`src/rtl/pong_pkg.sv`:
```
// pong_pkg: state and direction encodings shared by the ball sequencer
package pong_pkg;
  typedef enum logic [2:0] {IDLE, SERVE, PLAY, SCORED, OVER} state_t;
  localparam logic [1:0] DIR_POS  = 2'b01;
  localparam logic [1:0] DIR_NEG  = 2'b11;
  localparam logic [1:0] DIR_ZERO = 2'b00;
endpackage

```
`src/rtl/tick_gen.sv`:
```
// tick_gen: free-running step divider, held at zero while clr is high
module tick_gen #(
  parameter int TICK_DIV = 4
) (
  input  logic clk,
  input  logic rst_n,
  input  logic clr,
  output logic tick
);
  localparam int CW = $clog2(TICK_DIV);
  logic [CW-1:0] count;
  assign tick = count == CW'(TICK_DIV - 1);
  always_ff @(posedge clk or negedge rst_n)
    if (!rst_n) count <= '0;
    else count <= (clr || tick) ? '0 : count + 1'b1;
endmodule

```
`src/rtl/ball_ctrl.sv`:
```
// ball_ctrl: pong sequencer driving the ball position block, bounces, misses and scoring
module ball_ctrl
  import pong_pkg::*;
#(
  parameter int BIT_OF_WIDTH = 3,
  parameter int TICK_DIV     = 4,
  parameter int PADDLE_LEN   = 3,
  parameter int SERVE_TICKS  = 2,
  parameter int WIN_SCORE    = 5
) (
  input  logic                      clk,
  input  logic                      rst_n,
  input  logic                      start,
  input  logic [2*BIT_OF_WIDTH-1:0] pos,
  input  logic [BIT_OF_WIDTH-1:0]   paddle_l,
  input  logic [BIT_OF_WIDTH-1:0]   paddle_r,
  output logic                      en,
  output logic [3:0]                vector,
  output logic [3:0]                score_l,
  output logic [3:0]                score_r,
  output logic                      point_l,
  output logic                      point_r,
  output logic                      game_over
);
  localparam int W = BIT_OF_WIDTH;
  localparam int HOLD = SERVE_TICKS * TICK_DIV;
  localparam int HW = $clog2(HOLD);
  localparam logic [W-1:0] LAST = '1;
  localparam logic [W:0] SPAN = (W+1)'(PADDLE_LEN - 1);
  localparam logic [3:0] WIN = 4'(WIN_SCORE);
  state_t state;
  logic [1:0] dx, dy, dx_next, dy_next;
  logic [HW-1:0] hold;
  logic [W-1:0] x, y;
  logic tick, miss, clr, in_l, in_r;
  assign x = pos[2*W-1:W];
  assign y = pos[W-1:0];
  assign miss = state == PLAY && (x == '0 || x == LAST);
  assign clr = !(state == SERVE || state == PLAY) || miss;
  tick_gen #(.TICK_DIV(TICK_DIV)) u_tick (.clk(clk), .rst_n(rst_n), .clr(clr), .tick(tick));
  // paddle spans are widened by one bit so a paddle near the bottom clips instead of wrapping
  assign in_l = {1'b0, y} >= {1'b0, paddle_l} && {1'b0, y} <= {1'b0, paddle_l} + SPAN;
  assign in_r = {1'b0, y} >= {1'b0, paddle_r} && {1'b0, y} <= {1'b0, paddle_r} + SPAN;
  always_comb begin
    dy_next = ((y == '0 && dy == DIR_NEG) || (y == LAST && dy == DIR_POS)) ?
              (dy == DIR_POS ? DIR_NEG : DIR_POS) : dy;
    dx_next = (x == W'(1) && dx == DIR_NEG && in_l) ? DIR_POS :
              (x == LAST - 1'b1 && dx == DIR_POS && in_r) ? DIR_NEG : dx;
    vector  = (state == PLAY && tick && !miss) ? {dx_next, dy_next} : {DIR_ZERO, DIR_ZERO};
  end
  always_ff @(posedge clk or negedge rst_n)
    if (!rst_n) begin
      state     <= IDLE;
      en        <= 1'b0;
      score_l   <= '0;
      score_r   <= '0;
      point_l   <= 1'b0;
      point_r   <= 1'b0;
      game_over <= 1'b0;
      dx        <= DIR_POS;
      dy        <= DIR_POS;
      hold      <= '0;
    end else begin
      point_l <= 1'b0;
      point_r <= 1'b0;
      case (state)
        IDLE, OVER: if (start) begin
          state     <= SERVE;
          en        <= 1'b1;
          game_over <= 1'b0;
          score_l   <= '0;
          score_r   <= '0;
          dx        <= DIR_POS;
          dy        <= DIR_POS;
          hold      <= '0;
        end
        SERVE: if (tick) begin
          hold  <= hold == HW'(SERVE_TICKS - 1) ? '0 : hold + 1'b1;
          state <= hold == HW'(SERVE_TICKS - 1) ? PLAY : SERVE;
        end
        PLAY: if (miss) begin
          state   <= SCORED;
          en      <= 1'b0;
          hold    <= '0;
          point_r <= x == '0;
          point_l <= x == LAST;
          score_r <= (x == '0 && score_r != WIN) ? score_r + 1'b1 : score_r;
          score_l <= (x == LAST && score_l != WIN) ? score_l + 1'b1 : score_l;
          dx      <= x == '0 ? DIR_NEG : DIR_POS;
          dy      <= DIR_POS;
        end else if (tick) begin
          dx <= dx_next;
          dy <= dy_next;
        end
        SCORED: if (hold == HW'(HOLD - 1)) begin
          hold      <= '0;
          state     <= (score_l == WIN || score_r == WIN) ? OVER : SERVE;
          game_over <= score_l == WIN || score_r == WIN;
          en        <= !(score_l == WIN || score_r == WIN);
        end else hold <= hold + 1'b1;
        default: state <= IDLE;
      endcase
    end
endmodule

```
`config.mk`:
```
export PLATFORM = sky130hd
export DESIGN_NAME = ball_ctrl
export DESIGN_NICKNAME = d
export VERILOG_FILES = /design/src/rtl/pong_pkg.sv /design/src/rtl/tick_gen.sv /design/src/rtl/ball_ctrl.sv
export SDC_FILE = /design/constraint.sdc
export NUM_CORES = 1
export LEC_CHECK = 0
export BUFFER_PORTS_ARGS = -buffer_cell sky130_fd_sc_hd__buf_4
export CAP_MARGIN = 20
export CORE_ASPECT_RATIO = 0.75
export CORE_UTILIZATION = 59
export DETAILED_ROUTE_END_ITERATION = 6
export HOLD_SLACK_MARGIN = 0.05
export PLACE_DENSITY = 0.87
export SLEW_MARGIN = 20
export SYNTH_ARGS = -nofsm -noshare
export SYNTH_HDL_FRONTEND = slang
export SYNTH_SLANG_ARGS = --single-unit
```
`constraint.sdc`:
```
create_clock -name clk -period 3.45 [get_ports clk]
set_clock_uncertainty 0.1 [all_clocks]
set_input_delay 0.69 -clock clk [delete_from_list [all_inputs] [get_ports clk]]
set_output_delay 0.69 -clock clk [all_outputs]
set_load 0.02 [all_outputs]
```
==> results of run 1 <==
## routing by layer
layer / up-vias / global-route usage, % / share of wire (%)
met5: - / 0 / 0
li1: 732 / - / -
met3: 9 / 4.25 / 5.2
met1: 730 / 38.6 / 44
met2: 50 / 47.0 / 49
met4: 0 / 8.33 / 1.9
## final timing paths
check / slack, ps / to
max in group asynchronous: 2750 / dx[0]$_DFFE_PN1P_
max reg2reg: 1410 / game_over$_DFFE_PN0P_
min: 210 / dy[1]$_DFFE_PN0P_
min reg2reg: 340 / u_tick.count[0]$_DFF_PN0_
min in group clk: 340 / u_tick.count[0]$_DFF_PN0_
max: 350 / vector[3]
## power breakdown
part           leakage, nW  internal, W  switching [W]
logic                0.652     0.000170       0.000226
registers            0.311     0.000340      0.0000695
clock network       0.0216    0.0000782      0.0000860
total                0.985     0.000588       0.000382
## area by class of cell
cell class	count	share of cell area (%)
Clock buffer	3	2.08
Tap cell	36	2.27
Sequential cell	24	30.3
Timing Repair Buffer	30	11.3
Multi-Input combinational cell	151	51.4
Inverter	14	2.64
## metrics by stage
step | worst slack [ps] | instance area [um2] | util, % | hold slack, ps | cells
floorplan | 612 | 1690 | - | 294 | 191
global placement | 426 | 1950 | 73.1 | 317 | 255
detailed placement | 368 | 1950 | 73.1 | 330 | 255
CTS | 364 | 1990 | 74.7 | 216 | 258
global route | 187 | 1990 | 74.7 | 216 | 258
finish | 354 | 1990 | 74.7 | 207 | 258
## logic make-up (layout without fill, tap and decap cells)
| group | count (synthesis) | after routing | synth area share [%] |
|---|---|---|---|
| mux | 6 | 6 | 3.71 |
| simple gates | 83 | 83 | 26.5 |
| buf+inv | 16 | 47 | 3.71 |
| xor+xnor | 2 | 2 | 1.04 |
| compound gates | 40 | 40 | 14.5 |
| flops | 24 | 24 | 35.8 |
| fa+ha+maj | 20 | 20 | 14.8 |
## cells in the final DEF, fill, tap and decap left out, types with 3 or more instances in the layout
master,count
a21o_1,4
nand2b_1,6
inv_1,14
ha_1,20
nor3_1,9
a21oi_1,11
mux2i_1,4
nand3b_1,3
o21ai_0,13
dfrtp_1,22
nand2_1,17
buf_4,30
nor2_1,22
clkbuf_8,3
o31ai_1,3
nand3_1,6
and3_1,5
## sequential cells by signal, indices dropped and copies added, names as in the netlist, 2 cells and up
signal / flops
state: 3
score_l: 4
dy: 2
u_tick.count: 2
hold: 3
score_r: 4
dx: 2
==> results.md, run 1 <==
- Fin Setup TNS: 0 ps
- Worst r2r path cells: 4
- Yosys warns: 0
- Sink Count: 24
- Overall global routing resource usage: 28.4%
- Crit Path Max Fanout: 3
- Crit path capture type: primary output
- Area Growth Syn to Fin: 17.9%
- First-pass GRT wire length: 6.77 mm
- Ys async rst share: 100%
- Clock latency at the later pin of the worst-skew pair: 270 ps
- Cts bufs inserted: 3
- Post-synth top cells: dfrtp_1 (22), nor2_1 (22), ha_1 (20)
- Max-slew headroom: between 40% and 50%
- Antenna-violating nets left: 0
- Vias in the first global route: 1446
- Die width: 63.7 um
- Hpwl dp: 2.94 mm
- Worst vdd ir: 0.449 mV
- CTS tree: built
- Synth area leaders: dfrtp_1 (33%), ha_1 (15%), nor2_1 (4.9%), o21ai_0 (3.9%), nand2_1 (3.8%)
- Setup Buffers After CTS: 0
- Post-Syn Area per Cell: between 8 and 9 um2
- Clk slew on worst S/H paths: ~80 ps
- H-tree levels: 1
- Worst r2r src: state[0]$_DFFE_PN0P_
- Tot Pwr: 0.000970 W
- Cell Pwr Density: 488 nW/um2
- Num rows: 16
- Period utilization: approximately nine tenths
- Core ar.: 2660 um2
- Root Driver: clkbuf_8
- Number of flops mapped to enable cells by yosys: 0
- Number of synthesized register bits: 24
- Drt initial violations: 105
- CTS Hold Bufs: 0
- Port Buf Inserts: 30
- Initial Util: 63.3%
- Via Count: 1521
- Worst EP arrival: 2310 ps
- Final min period: 3100 ps
- # fillers: 200
- Num ports: 31
- Area of the multi-input gates: about 1000 um2
- Drt via density: 5.90
- Post-cts resize count: 0
- Post-synth top area cell: dfrtp_1
- Routed wire per std cell: roughly 15 um
- Nets: 259
- Top-area cell type share of the netlist area: between 30% and 40%
- Hold Fails Final Rpt: 0
- P_leak: around 0.98 nW
- Drt drc: 0
- Cells after Synth: 191
- Gate family responsible for the most delay along the worst path: adder cells
- Sequential area share after synthesis: 35.8%
- Worst Setup Start Kind: primary input
- Clock Path Buffers: 2
- Register area: 603 um2
- Worst path cell trace: buf_4 -> ha_1 -> inv_1 -> ha_1 -> nand3b_1 -> o21ai_0 -> or3_1 -> a21oi_1 -> nor3_1 -> buf_4
- Max cap viols: 0
- Grt total ovfl: 0
- Final WL: 3.89 mm
- Final setup violation count: 0
- Max Clk Rate: 323 MHz
- First-pass DRT Iterations: 4
- Largest net degree at the start of global routing: 25
- Hold crit path type: in2async
- Die Ht: 48.3 um
- Initial antenna violation count: 0
- Synth Cell Area: approximately 1700 um2
- RSZ-0062 raised after global routing: false
- Unique masters post-synth: 39
- Crit. Startpoint: paddle_r[1]
- Status: complete, no violations
- Die ar.: 3080 um2
- Final slew viol count: 0
- Ys flop type: dfrtp_1
- WS Path Type: in2out
- Cell count along the critical path: 10
- Max incr delay on CP: roughly 300 ps
- Worst Tran Pin Value: 813 ps
- CP bufs+invs: 3
- Critical Path RT: roughly 2700 ps
- Synth Net Count: 226
- RePlAce Congestion: 0.843
- Slowest cell on the critical path: or3_1
- Layout cells sized above 1: between 20% and 30%
- Inserted Diodes: 0
Note: power is estimated with default switching activity, not from simulation.
==> run 2: changes to the inputs <==
Settings changed: CORE_UTILIZATION 59 to 55, CTS_BUF_LIST set to sky130_fd_sc_hd__clkbuf_8, PLACE_DENSITY 0.87 to 0.82.
==> run 2 against run 1 <==
  * Sequential cell count unchanged
  * Combinational power down 2%
  * Clock power about the same
  * Setup slack better by 56 ps
  * Register-to-register slack worse by 20 ps
  * Die area up 7.0%
  * Utilization down 2.6 points
  * Hold slack worse by 1.9 ps
  * Global-route usage down 2.8 points
  * Non-clock buffer count unchanged
  * First-iteration DRC count down 27%
  * Count of clock-buffer cells in the layout unchanged
==> results.md, run 2 (synthesis results as in run 1) <==
- RePlAce Congestion: 0.851 (was 0.843)
- Cell Pwr Density: 482 nW/um2 (was 488 nW/um2)
- WS Path Type: in2out (unchanged)
- Worst EP arrival: 2250 ps (was 2310 ps)
- Switching power: 0.000372 W (was 0.000382 W)
- Crit path capture type: primary output (unchanged)
- Clock latency at the later pin of the worst-skew pair: 270 ps (about the same)
- Hpwl dp: 2.97 mm (was 2.94 mm)
- Tot Pwr: 0.000960 W (was 0.000970 W)
- Clk slew on worst S/H paths: 80 ps (about the same)
- Post-cts resize count: 0 (unchanged)
- Die width: 65.9 um (was 63.7 um)
- RSZ-0062 raised after global routing: false (unchanged)
- Sink Count: 24 (unchanged)
- Root Driver: clkbuf_8 (unchanged)
- Die Ht: 50.0 um (was 48.3 um)
- Worst vdd ir: 0.354 mV (was 0.449 mV)
- Crit Path Max Fanout: 3 (unchanged)
- Antenna-violating nets left: 0 (unchanged)
- Initial antenna violation count: 0 (unchanged)
- Setup Buffers After CTS: 0 (unchanged)
- Initial Util: 61.1% (was 63.3%)
- Max cap viols: 0 (unchanged)
- Largest net degree at the start of global routing: 25 (unchanged)
- Critical Path RT: 2660 ps (about the same)
- Area Growth Syn to Fin: 18.1% (was 17.9%)
- Grt total ovfl: 0 (unchanged)
- Int Power: 0.000589 W (was 0.000588 W)
- Vias in the first global route: 1439 (was 1446)
- Core ar.: 2760 um2 (was 2660 um2)
- Status: complete, no violations (unchanged)
- Drt via density: 5.72 (was 5.90)
- Worst Tran Pin Value: 814 ps (was 813 ps)
- P_leak: 0.990 nW (was 0.985 nW)
- Met3 usage: 7.18% (was 4.25%)
- Fin Setup TNS: 0 ps (unchanged)
- Via Count: 1481 (was 1521)
- Worst r2r src: state[0]$_DFFE_PN0P_ (unchanged)
- CTS Hold Bufs: 0 (unchanged)
- Num ports: 31 (unchanged)
- Commonest non-fill, non-tap cell in the layout: buf_4 (unchanged)
- Clock power share: 16.9% (about the same)
- Max Clk Rate: 329 MHz (was 323 MHz)
- Layout cells sized above 1: 20.2% (was 20.3%)
- Max-slew headroom: 45.6% (was 45.7%)
- Hold crit path type: in2async (unchanged)
- Crit. Startpoint: paddle_r[1] (unchanged)
- Nets: 259 (unchanged)
- First-pass GRT wire length: 6.49 mm (was 6.77 mm)
- Final hold slack: 205 ps (was 207 ps)
- First-pass DRT Iterations: 4 (unchanged)
- Final WL: 3.76 mm (was 3.89 mm)
- Final setup margin: 410 ps (was 354 ps)
- Num rows: 16 (unchanged)
- Drt drc: 0 (unchanged)
- Setup WS pre-CTS: 417 ps (was 368 ps)
- Die ar.: 3290 um2 (was 3080 um2)
- Met1 GRT Util: 35.8% (was 38.6%)
- Placed cell areas: 1950 um2 (unchanged)
- Inserted Diodes: 0 (unchanged)
- Commonest cells after routing, fill and taps aside: buf_4 (30), nor2_1 (22), dfrtp_1 (22) (unchanged)
- Routed wire per std cell: 14.5 um (was 15.1 um)
- Cts bufs inserted: 3 (unchanged)
- Final slew viol count: 0 (unchanged)
- Hold Fails Final Rpt: 0 (unchanged)
- Worst Setup Start Kind: primary input (unchanged)
- Period utilization: 88.1% (was 89.8%)
- Comb pwr share: 40.5% (was 40.8%)
- Drt initial violations: 77 (was 105)
- Global-route met2 utilization: 39.6% (was 47.0%)
- Port Buf Inserts: 30 (unchanged)
- Biggest regs: score_l (4), score_r (4) (unchanged)
- Overall global routing resource usage: 25.6% (was 28.4%)
- Clock Path Buffers: 2 (unchanged)
- Most Crowded Layer GR: met2 (unchanged)
- Final Cell Area: 1990 um2 (about the same)
- Final min period: 3040 ps (was 3100 ps)
- CTS tree: built (unchanged)
- H-tree levels: 1 (unchanged)
- Switching share of power: 38.7% (was 39.4%)
- Seq pwr share: 42.7% (was 42.2%)
- Final setup violation count: 0 (unchanged)
==> run 2: worst paths after layout <==
path                            slack [ps]                        end  cells past startpoint
worst max-delay path                   410                  vector[3]                     10
worst min-delay path                   210     score_r[1]$_DFFE_PN0P_                      1
worst max register to register        1390      game_over$_DFFE_PN0P_                      4
worst min register to register         350  u_tick.count[0]$_DFF_PN0_                      1
max in group asynchronous             2740          dy[0]$_DFFE_PN1P_                      1
min in group clk                       350  u_tick.count[0]$_DFF_PN0_                      1
==> run 2: area by class of cell <==
cell class	count	area [um2]
multi-input combinational	151	1020
fill	222	771
sequential	24	603
timing repair buffer	30	225
inverter	14	52.6
tap	36	45.0
clock buffer	3	41.3
clock inverter	1	3.75
==> run 2: metal layers <==
layer	part of all wire [%]	wire length, um
met1	47	1750
met4	0.99	37
met2	45	1690
met3	7.3	274
met5	0	0
==> run 2: critical path, stage by stage <==
cell      delay [ps]
buf_4            120
ha_1             270
inv_1             40
ha_1             280
nand3b_1          80
o21ai_0           60
or3_1            300
a21oi_1          170
nor3_1            70
buf_4            160
==> run 2: metrics by stage <==
step / cells / utilization, %
after floorplan: 191 / -
after global placement: 255 / 70.5
after detailed placement: 255 / 70.5
after CTS: 259 / 72.1
after global routing: 259 / 72.1
final: 259 / 72.1
==> run 2: power groups by stage <==
stage | sequential [W] | combinational, W | clock [W]
3_3_place_gp | 0.000409 | 0.000370 | 0
2_1_floorplan | 0.000413 | 0.000264 | 0
5_1_grt | 0.000421 | 0.000445 | 0.000178
4_1_cts | 0.000409 | 0.000390 | 0.000167
3_5_place_dp | 0.000414 | 0.000388 | 0
6_report | 0.000410 | 0.000389 | 0.000162
